File: config.mk
export PLATFORM = sky130hd
export DESIGN_NAME = spike_event_scanner
export DESIGN_NICKNAME = d
export VERILOG_FILES = /design/src/rtl/spike_event_scanner.sv
export SDC_FILE = /design/constraint.sdc
export NUM_CORES = 1
export LEC_CHECK = 0
export ABC_AREA = 1
export CAP_MARGIN = 25
export CORE_ASPECT_RATIO = 1.5
export CORE_UTILIZATION = 48
export CTS_BUF_LIST = sky130_fd_sc_hd__clkbuf_4 sky130_fd_sc_hd__clkbuf_8 sky130_fd_sc_hd__clkbuf_16
export DETAILED_ROUTE_END_ITERATION = 8
export GPL_ROUTABILITY_DRIVEN = 1
export PLACE_DENSITY = 0.84
export SLEW_MARGIN = 20
export SYNTH_ARGS = -nofsm -noshare
export SYNTH_HDL_FRONTEND = slang
export SYNTH_SLANG_ARGS = --single-unit
File: constraint.sdc
create_clock -name clk -period 2.8 [get_ports clk]
set_input_delay 0.28 -clock clk [delete_from_list [all_inputs] [get_ports clk]]
set_output_delay 0.28 -clock clk [all_outputs]
set_load 0.01 [all_outputs]
File: src/rtl/spike_event_scanner.sv
// Sweeps the 4-bank spike memory one packed word at a time and emits one
// (neuron index, spike value) event per non-zero lane on a valid/ready stream.
module spike_event_scanner #(
    parameter int RAM_WIDTH    = 4,
    parameter int ADDR_WIDTH   = 10,
    parameter int READ_LATENCY = 2
) (
    input  logic                    clk,
    input  logic                    rst,
    input  logic                    start,
    input  logic [ADDR_WIDTH:0]     num_neurons,
    output logic                    mem_en,
    output logic                    mem_rd_en,
    output logic [ADDR_WIDTH-1:0]   mem_rd_addr,
    input  logic [4*RAM_WIDTH-1:0]  mem_dout16,
    output logic                    ev_valid,
    input  logic                    ev_ready,
    output logic [ADDR_WIDTH-1:0]   ev_idx,
    output logic [RAM_WIDTH-1:0]    ev_val,
    output logic                    busy,
    output logic                    done,
    output logic [ADDR_WIDTH:0]     ev_count
);

    localparam int WORD_W = ADDR_WIDTH - 2;

    typedef enum logic [2:0] {
        IDLE,
        READ,
        WAIT,
        SCAN,
        DONE
    } state_t;

    state_t state, next_state;

    logic [ADDR_WIDTH:0]    n_reg;
    logic [WORD_W-1:0]      word_ptr;
    logic [1:0]             lane;
    logic [3:0]             wait_cnt;
    logic [4*RAM_WIDTH-1:0] data_reg;
    logic                   accepted;
    logic [ADDR_WIDTH:0]    count_reg;

    logic [ADDR_WIDTH-1:0]  cur_idx;
    logic [RAM_WIDTH-1:0]   nibble;
    logic                   out_of_range;
    logic                   lane_live;
    logic                   ev_valid_int;
    logic                   step;
    logic                   end_of_word;
    logic [WORD_W:0]        next_word;
    logic                   more_words;
    logic                   wait_last;

    assign cur_idx      = {word_ptr, lane};
    assign out_of_range = ({1'b0, cur_idx} >= n_reg);
    assign lane_live    = !out_of_range && (nibble != '0);
    assign ev_valid_int = (state == SCAN) && lane_live && !accepted;
    // A lane finishes either by being skipped or on the cycle after its handshake,
    // which also gives the required gap in ev_valid between accepted events.
    assign step         = accepted || !lane_live;
    assign end_of_word  = (lane == 2'd3) || out_of_range;
    assign next_word    = {1'b0, word_ptr} + 1'b1;
    assign more_words   = ({next_word, 2'b00} < n_reg);
    assign wait_last    = (wait_cnt == 4'(READ_LATENCY));

    always_comb begin
        nibble = '0;
        case (lane)
            2'd0:    nibble = data_reg[4*RAM_WIDTH-1 -: RAM_WIDTH];
            2'd1:    nibble = data_reg[3*RAM_WIDTH-1 -: RAM_WIDTH];
            2'd2:    nibble = data_reg[2*RAM_WIDTH-1 -: RAM_WIDTH];
            default: nibble = data_reg[RAM_WIDTH-1:0];
        endcase
    end

    always_ff @(posedge clk) begin
        if (rst) begin
            state <= IDLE;
        end else begin
            state <= next_state;
        end
    end

    always_comb begin
        next_state = state;
        case (state)
            IDLE: begin
                if (start) begin
                    next_state = (num_neurons == '0) ? DONE : READ;
                end
            end
            READ: next_state = WAIT;
            WAIT: begin
                if (wait_last) begin
                    next_state = SCAN;
                end
            end
            SCAN: begin
                if (step && end_of_word) begin
                    next_state = more_words ? READ : DONE;
                end
            end
            DONE:    next_state = IDLE;
            default: next_state = IDLE;
        endcase
    end

    always_ff @(posedge clk) begin
        if (rst) begin
            n_reg     <= '0;
            word_ptr  <= '0;
            lane      <= '0;
            wait_cnt  <= '0;
            data_reg  <= '0;
            accepted  <= 1'b0;
            count_reg <= '0;
        end else begin
            case (state)
                IDLE: begin
                    if (start) begin
                        n_reg     <= num_neurons;
                        count_reg <= '0;
                        word_ptr  <= '0;
                        lane      <= '0;
                        accepted  <= 1'b0;
                    end
                end
                READ: wait_cnt <= 4'd1;
                WAIT: begin
                    wait_cnt <= wait_cnt + 1'b1;
                    if (wait_last) begin
                        data_reg <= mem_dout16;
                        lane     <= '0;
                        accepted <= 1'b0;
                    end
                end
                SCAN: begin
                    if (ev_valid_int && ev_ready) begin
                        count_reg <= count_reg + 1'b1;
                        accepted  <= 1'b1;
                    end else if (step) begin
                        accepted <= 1'b0;
                        if (end_of_word) begin
                            if (more_words) begin
                                word_ptr <= word_ptr + 1'b1;
                            end
                        end else begin
                            lane <= lane + 1'b1;
                        end
                    end
                end
                default: ;
            endcase
        end
    end

    // The address is held through WAIT so a memory that re-samples it still sees the same word.
    always_comb begin
        mem_en      = 1'b0;
        mem_rd_en   = 1'b0;
        mem_rd_addr = '0;
        busy        = 1'b0;
        done        = 1'b0;
        ev_valid    = ev_valid_int;
        ev_idx      = ev_valid_int ? cur_idx : '0;
        ev_val      = ev_valid_int ? nibble : '0;
        ev_count    = count_reg;
        case (state)
            READ: begin
                mem_en      = 1'b1;
                mem_rd_en   = 1'b1;
                mem_rd_addr = {word_ptr, 2'b00};
                busy        = 1'b1;
            end
            WAIT: begin
                mem_en      = 1'b1;
                mem_rd_addr = {word_ptr, 2'b00};
                busy        = 1'b1;
            end
            SCAN:    busy = 1'b1;
            DONE:    done = 1'b1;
            default: ;
        endcase
    end

endmodule

==> results of run 1 <==
-- report_power, final --
part           total (mW)  switching [mW]  internal, mW
Combinational        1.80            1.11         0.683
Clock               0.439           0.258         0.181
Sequential           1.03           0.104         0.923
Total                3.26            1.48          1.79
-- what timing repair did --
| action | 4_1_cts | 5_1_grt |
|---|---|---|
| gates resized for setup | 11 | 24 |
| cloned | 0 | 1 |
| buffers inserted | 1 | 6 |
| endpoints found under the setup margin | 15 | 24 |
| pin swaps | 1 | 8 |
-- cells by family after synthesis --
logic type               share of synthesized area
buffers and inverters                       0.0923
other                                      0.00108
adder cells (fa/ha/maj)                     0.0973
AO/OA/AOI/OAI                                0.125
AND/OR/NAND/NOR                              0.346
XOR/XNOR                                    0.0151
flip-flops                                   0.323
-- final timing paths --
path / startpoint / end / slack (ns)
setup reg to reg: word_ptr[2]$_SDFFE_PP0P_ / word_ptr[4]$_SDFFE_PP0P_ / 0.19
hold / removal: wait_cnt[3]$_SDFFE_PP0N_ / wait_cnt[3]$_SDFFE_PP0N_ / 0.48
setup / recovery: word_ptr[0]$_SDFFE_PP0P_ / ev_valid / 0.06
hold reg to reg: wait_cnt[3]$_SDFFE_PP0N_ / wait_cnt[3]$_SDFFE_PP0N_ / 0.48
-- worst max-delay path, delay by kind of cell (launching register included) --
family / cells / cell delay, ns
flip-flops: 1 / 0.38
adder cells (fa/ha/maj): 1 / 0.32
buffers and inverters: 4 / 0.81
AND/OR/NAND/NOR: 6 / 0.63
-- final cells by class --
| class | instances | share of cell area |
|---|---|---|
| Multi-Input combinational cell | 388 | 0.469 |
| Sequential cell | 56 | 0.254 |
| Timing Repair Buffer | 81 | 0.178 |
| Inverter | 67 | 0.0574 |
| Tap cell | 78 | 0.0219 |
| Clock buffer | 6 | 0.0172 |
| Clock inverter | 1 | 0.00112 |
| Timing Repair inverter | 1 | 0.00112 |
-- metrics by stage --
stage / worst slack [ns] / instances / total power [mW] / hold slack, ns
floorplan: 0.419 / 525 / 2.18 / 0.415
detailed placement: 0.0436 / 663 / 2.65 / 0.460
global placement: 0.255 / 663 / 2.58 / 0.454
CTS: 0.00430 / 671 / 3.13 / 0.477
finish: 0.0603 / 678 / 3.26 / 0.476
global route: -0.0889 / 678 / 3.54 / 0.508
-- placed cells by master (no fill, tap or decap), types with 7 or more instances in the layout --
| cell type | n |
|---|---|
| nand2_1 | 102 |
| dlygate4sd2_1 | 7 |
| clkdlybuf4s50_1 | 54 |
| buf_4 | 12 |
| dfxtp_1 | 52 |
| ha_1 | 27 |
| nor2_2 | 8 |
| inv_2 | 8 |
| nand3_1 | 23 |
| nor3_1 | 7 |
| inv_1 | 58 |
| nor2_1 | 102 |
| dlymetal6s2s_1 | 7 |
| o21ai_0 | 32 |
| a21oi_1 | 34 |
-- routing by layer --
layer / track usage / vias up / wire [um]
met4: 0.124 / 0 / 299
met5: 0 / - / 0
met3: 0.0341 / 24 / 409
li1: - / 1813 / -
met1: 0.269 / 1651 / 3540
met2: 0.453 / 115 / 4840
==> impl_metrics.tcl, run 1 <==
set metrics [dict create \
    diodes 0 \
    finalCritPeriodShare 0.978 \
    dieWidth_um 71.4 \
    firstDrtPassIters 5 \
    hold_viol 0 \
    grt_max_degree 21 \
    r2r_cells 17 \
    ys_ff_latch 56 \
    peakVddDrop_uv 390 \
    grt_overflow 0 \
    htreeDepth 2 \
    post-route-util 0.641 \
    setup_viol 0 \
    wl_per_cell_um 13.4 \
    filler_cell_count 611 \
    slowest_stage "clkdlybuf4s50_1" \
    layout.nets 658 \
    ys_top_cells_by_count "106 x nor2_1, 104 x nand2_1, 58 x inv_1, 56 x dfxtp_1, 35 x a21oi_1" \
    vias 3603 \
    cts.clk_slew.worst_paths_ns 0.10 \
    cts_buffers 5 \
    clk_latency_ns 0.32 \
    yosysTopAreaCell "dfxtp_1" \
    crit_type "reg2out" \
    placed_area_mm2 0.00423 \
    ctsHoldBuffers 0 \
    clockRootBuffer "clkbuf_8" \
    syn_to_final_growth_pct 28.2 \
    drive_gt1_frac 0.107 \
    max_stage_delay_ns 0.55 \
    multi_input_area_mm2 0.00209 \
    ant_nets 0 \
    final_area_mm2 0.00445 \
    die_y_um 106 \
    fp.coreArea_mm2 0.00694 \
    drv_cap 0 \
    cp.required_ns 2.52 \
    status "completed" \
    cts_tree "built" \
    min_period_ns 2.74 \
    wirelength_um 9090 \
    worstHoldPathCells 1 \
    cp_max_fo 15 \
    drv_slew 0 \
    critPathLaunchType "register" \
    synth.most_common_cell "nor2_1" \
    yosysWarnings 0 \
    drtIter0Drc 247 \
    hp-class "reg2reg" \
    routed_via_density 5.31 \
    yosysUniqueCellTypes 37 \
    avgSynthCellArea_um2 6.62 \
    largest_reg_flops 16 \
    power_density_mw_per_mm2 733 \
    rows 37 \
    grt_use_total 0.246 \
    finClkSkew_ns 0.00954 \
    clock_sinks 56 \
    synth_area_leaders "dfxtp_1 32%, nor2_1 11%, nand2_1 11%, ha_1 9.7%, inv_1 6.3%" \
    end_kind "primary output" \
    seq_area_frac_synth 0.323 \
    synth_top_area_share 0.323 \
    fmax_mhz 365 \
    drc 0 \
    p_leak_nw 2.10 \
    die-area_mm2 0.00758 \
    port_buffers 68 \
    grt_pass1_wl_um 14900 \
    syn-instance-count 524 \
    path_cells "inv_1 > ha_1 > inv_2 > nand2_1 > nor2_1 > nand3_1 > nand3_1 > nor2_4 > nand2_8 > inv_2 > clkdlybuf4s50_1" \
    register_area_mm2 0.00113 \
    async_reset_ff_frac 0 \
    gp_congestion 0.892 \
    post-dp-hpwl_um 6790 \
    start_util 0.500 \
    grt_pass1_vias 3376 \
    critPathArrivalTime_ns 2.46 \
    rsz0062_at_grt "true" \
    syn_area_mm2 0.00347 \
    io_pins 71 \
    synth_edf_count 0 \
    totalNegativeSetupSlack_ns 0 \
    synth_flop_cell "dfxtp_1" \
    cts_buffer_depth 2 \
    grt_antenna_before_repair 0 \
]
Power figures use the tool's default switching activity.
==> run 2, diff against run 1 <==
Settings changed: CTS_BUF_LIST sky130_fd_sc_hd__clkbuf_4 sky130_fd_sc_hd__clkbuf_8 sky130_fd_sc_hd__clkbuf_16 to sky130_fd_sc_hd__clkbuf_4.
Clock period 2.8 ns to 3.2 ns, I/O delays scaled along.
==> run 2 against run 1 <==
  * Via count fell by 2.6%
  * Worst hold slack improved by 0.0091 ns
  * Sequential power fell by 14%
  * Final cell count fell by 1.9%
  * Clock power fell by 16%
  * Power fell by 18%
  * Count of clock-buffer cells in the layout fell by 1
  * Largest cell class unchanged
==> impl_metrics.tcl, run 2 (synthesis gave the netlist of run 1 again) <==
set metrics [dict create \
    gp_congestion 0.873 \
    place_ws_ns 0.474 \
    finClkSkew_ns 0.0113 \
    diodes 0 \
    io_pins 71 \
    grt_use_total 0.239 \
    routed_via_density 5.28 \
    place_inst 659 \
    die_y_um 106 \
    cp.required_ns 2.88 \
    slew_headroom 0.456 \
    clk_latency_ns 0.38 \
    power.total_mw 2.67 \
    final_cells 665 \
    whs_ns 0.485 \
    port_buffers 68 \
    syn_to_final_growth_pct 22.9 \
    dieWidth_um 71.4 \
    cts.clk_slew.worst_paths_ns 0.16 \
    grt_antenna_before_repair 0 \
    finalCritPeriodShare 0.951 \
    cts_tree "built" \
    post-route-util 0.614 \
    hp-class "reg2reg" \
    cts_buffers 5 \
    ant_nets 0 \
    cts_resized 0 \
    layout.nets 646 \
    grt_pass1_wl_um 14400 \
    power_density_mw_per_mm2 625 \
    clockRootBuffer "clkbuf_4" \
    placed_area_mm2 0.00420 \
    drtIter0Drc 192 \
    largest_reg_flops 16 \
    critPathLaunchType "register" \
    wl_per_cell_um 12.8 \
    min_period_ns 3.04 \
    ctsHoldBuffers 0 \
    die-area_mm2 0.00758 \
    wirelength_um 8540 \
    fmax_mhz 329 \
    drv_slew 0 \
    status "completed" \
    grt_pass1_vias 3348 \
    clock_sinks 56 \
    cts_buffer_depth 2 \
    totalNegativeSetupSlack_ns 0 \
    drc 0 \
    hold_viol 0 \
    htreeDepth 2 \
    crit_type "reg2out" \
    fp.coreArea_mm2 0.00694 \
    post-dp-hpwl_um 6610 \
    grt_overflow 0 \
    setup_viol 0 \
    final_common_cell "nor2_1" \
    rows 37 \
    p_leak_nw 1.87 \
    firstDrtPassIters 6 \
    end_kind "primary output" \
    drive_gt1_frac 0.0630 \
    rsz0062_at_grt "false" \
    drv_cap 0 \
    worst_pin_slew_ns 0.813 \
    peakVddDrop_uv 306 \
    grt_max_degree 25 \
    setup_slack_ns 0.157 \
    start_util 0.500 \
    vias 3508 \
    cp_max_fo 16 \
    final_area_mm2 0.00427 \
    postCtsSetupRepairBufs 0 \
    mostFrequentLayoutCells "106 x nor2_1, 104 x nand2_1, 68 x clkdlybuf4s50_1" \
    critPathArrivalTime_ns 2.72 \
]
## run 2: worst max-delay path, cell delays in order (launching register included)
cell	delay, ns
dfxtp_1	0.42
inv_1	0.13
ha_1	0.33
inv_2	0.04
nand2_1	0.07
nor2_1	0.04
nand3_1	0.08
nand3_1	0.13
nor2_4	0.16
nand2_4	0.16
nor2_1	0.21
clkdlybuf4s50_1	0.57
## run 2: path summary, 6_finish.rpt
check | startpoint | endpoint | cells after the start | slack [ns]
worst max-delay path | word_ptr[0]$_SDFFE_PP0P_ | ev_val[1] | 11 | 0.16
worst min-delay path | wait_cnt[3]$_SDFFE_PP0N_ | wait_cnt[3]$_SDFFE_PP0N_ | 1 | 0.49
worst max register to register | word_ptr[0]$_SDFFE_PP0P_ | word_ptr[0]$_SDFFE_PP0P_ | 16 | 0.40
worst min register to register | wait_cnt[3]$_SDFFE_PP0N_ | wait_cnt[3]$_SDFFE_PP0N_ | 1 | 0.49
## run 2: routing by layer
layer	track usage	vias to the layer above	part of all wire
met4	0.146	0	0.044
met2	0.447	108	0.52
met5	0	-	0
met3	0.0322	26	0.043
met1	0.245	1585	0.39
li1	-	1789	-
## run 2: final cells by class
cell class                      count  area [um2]
Clock inverter                      1        30.0
Fill cell                         672        2680
Inverter                           67         251
Multi-Input combinational cell    388        2030
Timing Repair Buffer               70         696
Tap cell                           78        97.6
Clock buffer                        5        37.5
Sequential cell                    56        1120
## run 2: power by group
group | total [mW] | switching [mW] | leakage [nW] | internal, mW
registers | 0.885 | 0.0820 | 0.456 | 0.803
clock network | 0.370 | 0.214 | 0.0371 | 0.157
logic | 1.41 | 0.897 | 1.37 | 0.513
total | 2.67 | 1.19 | 1.87 | 1.47
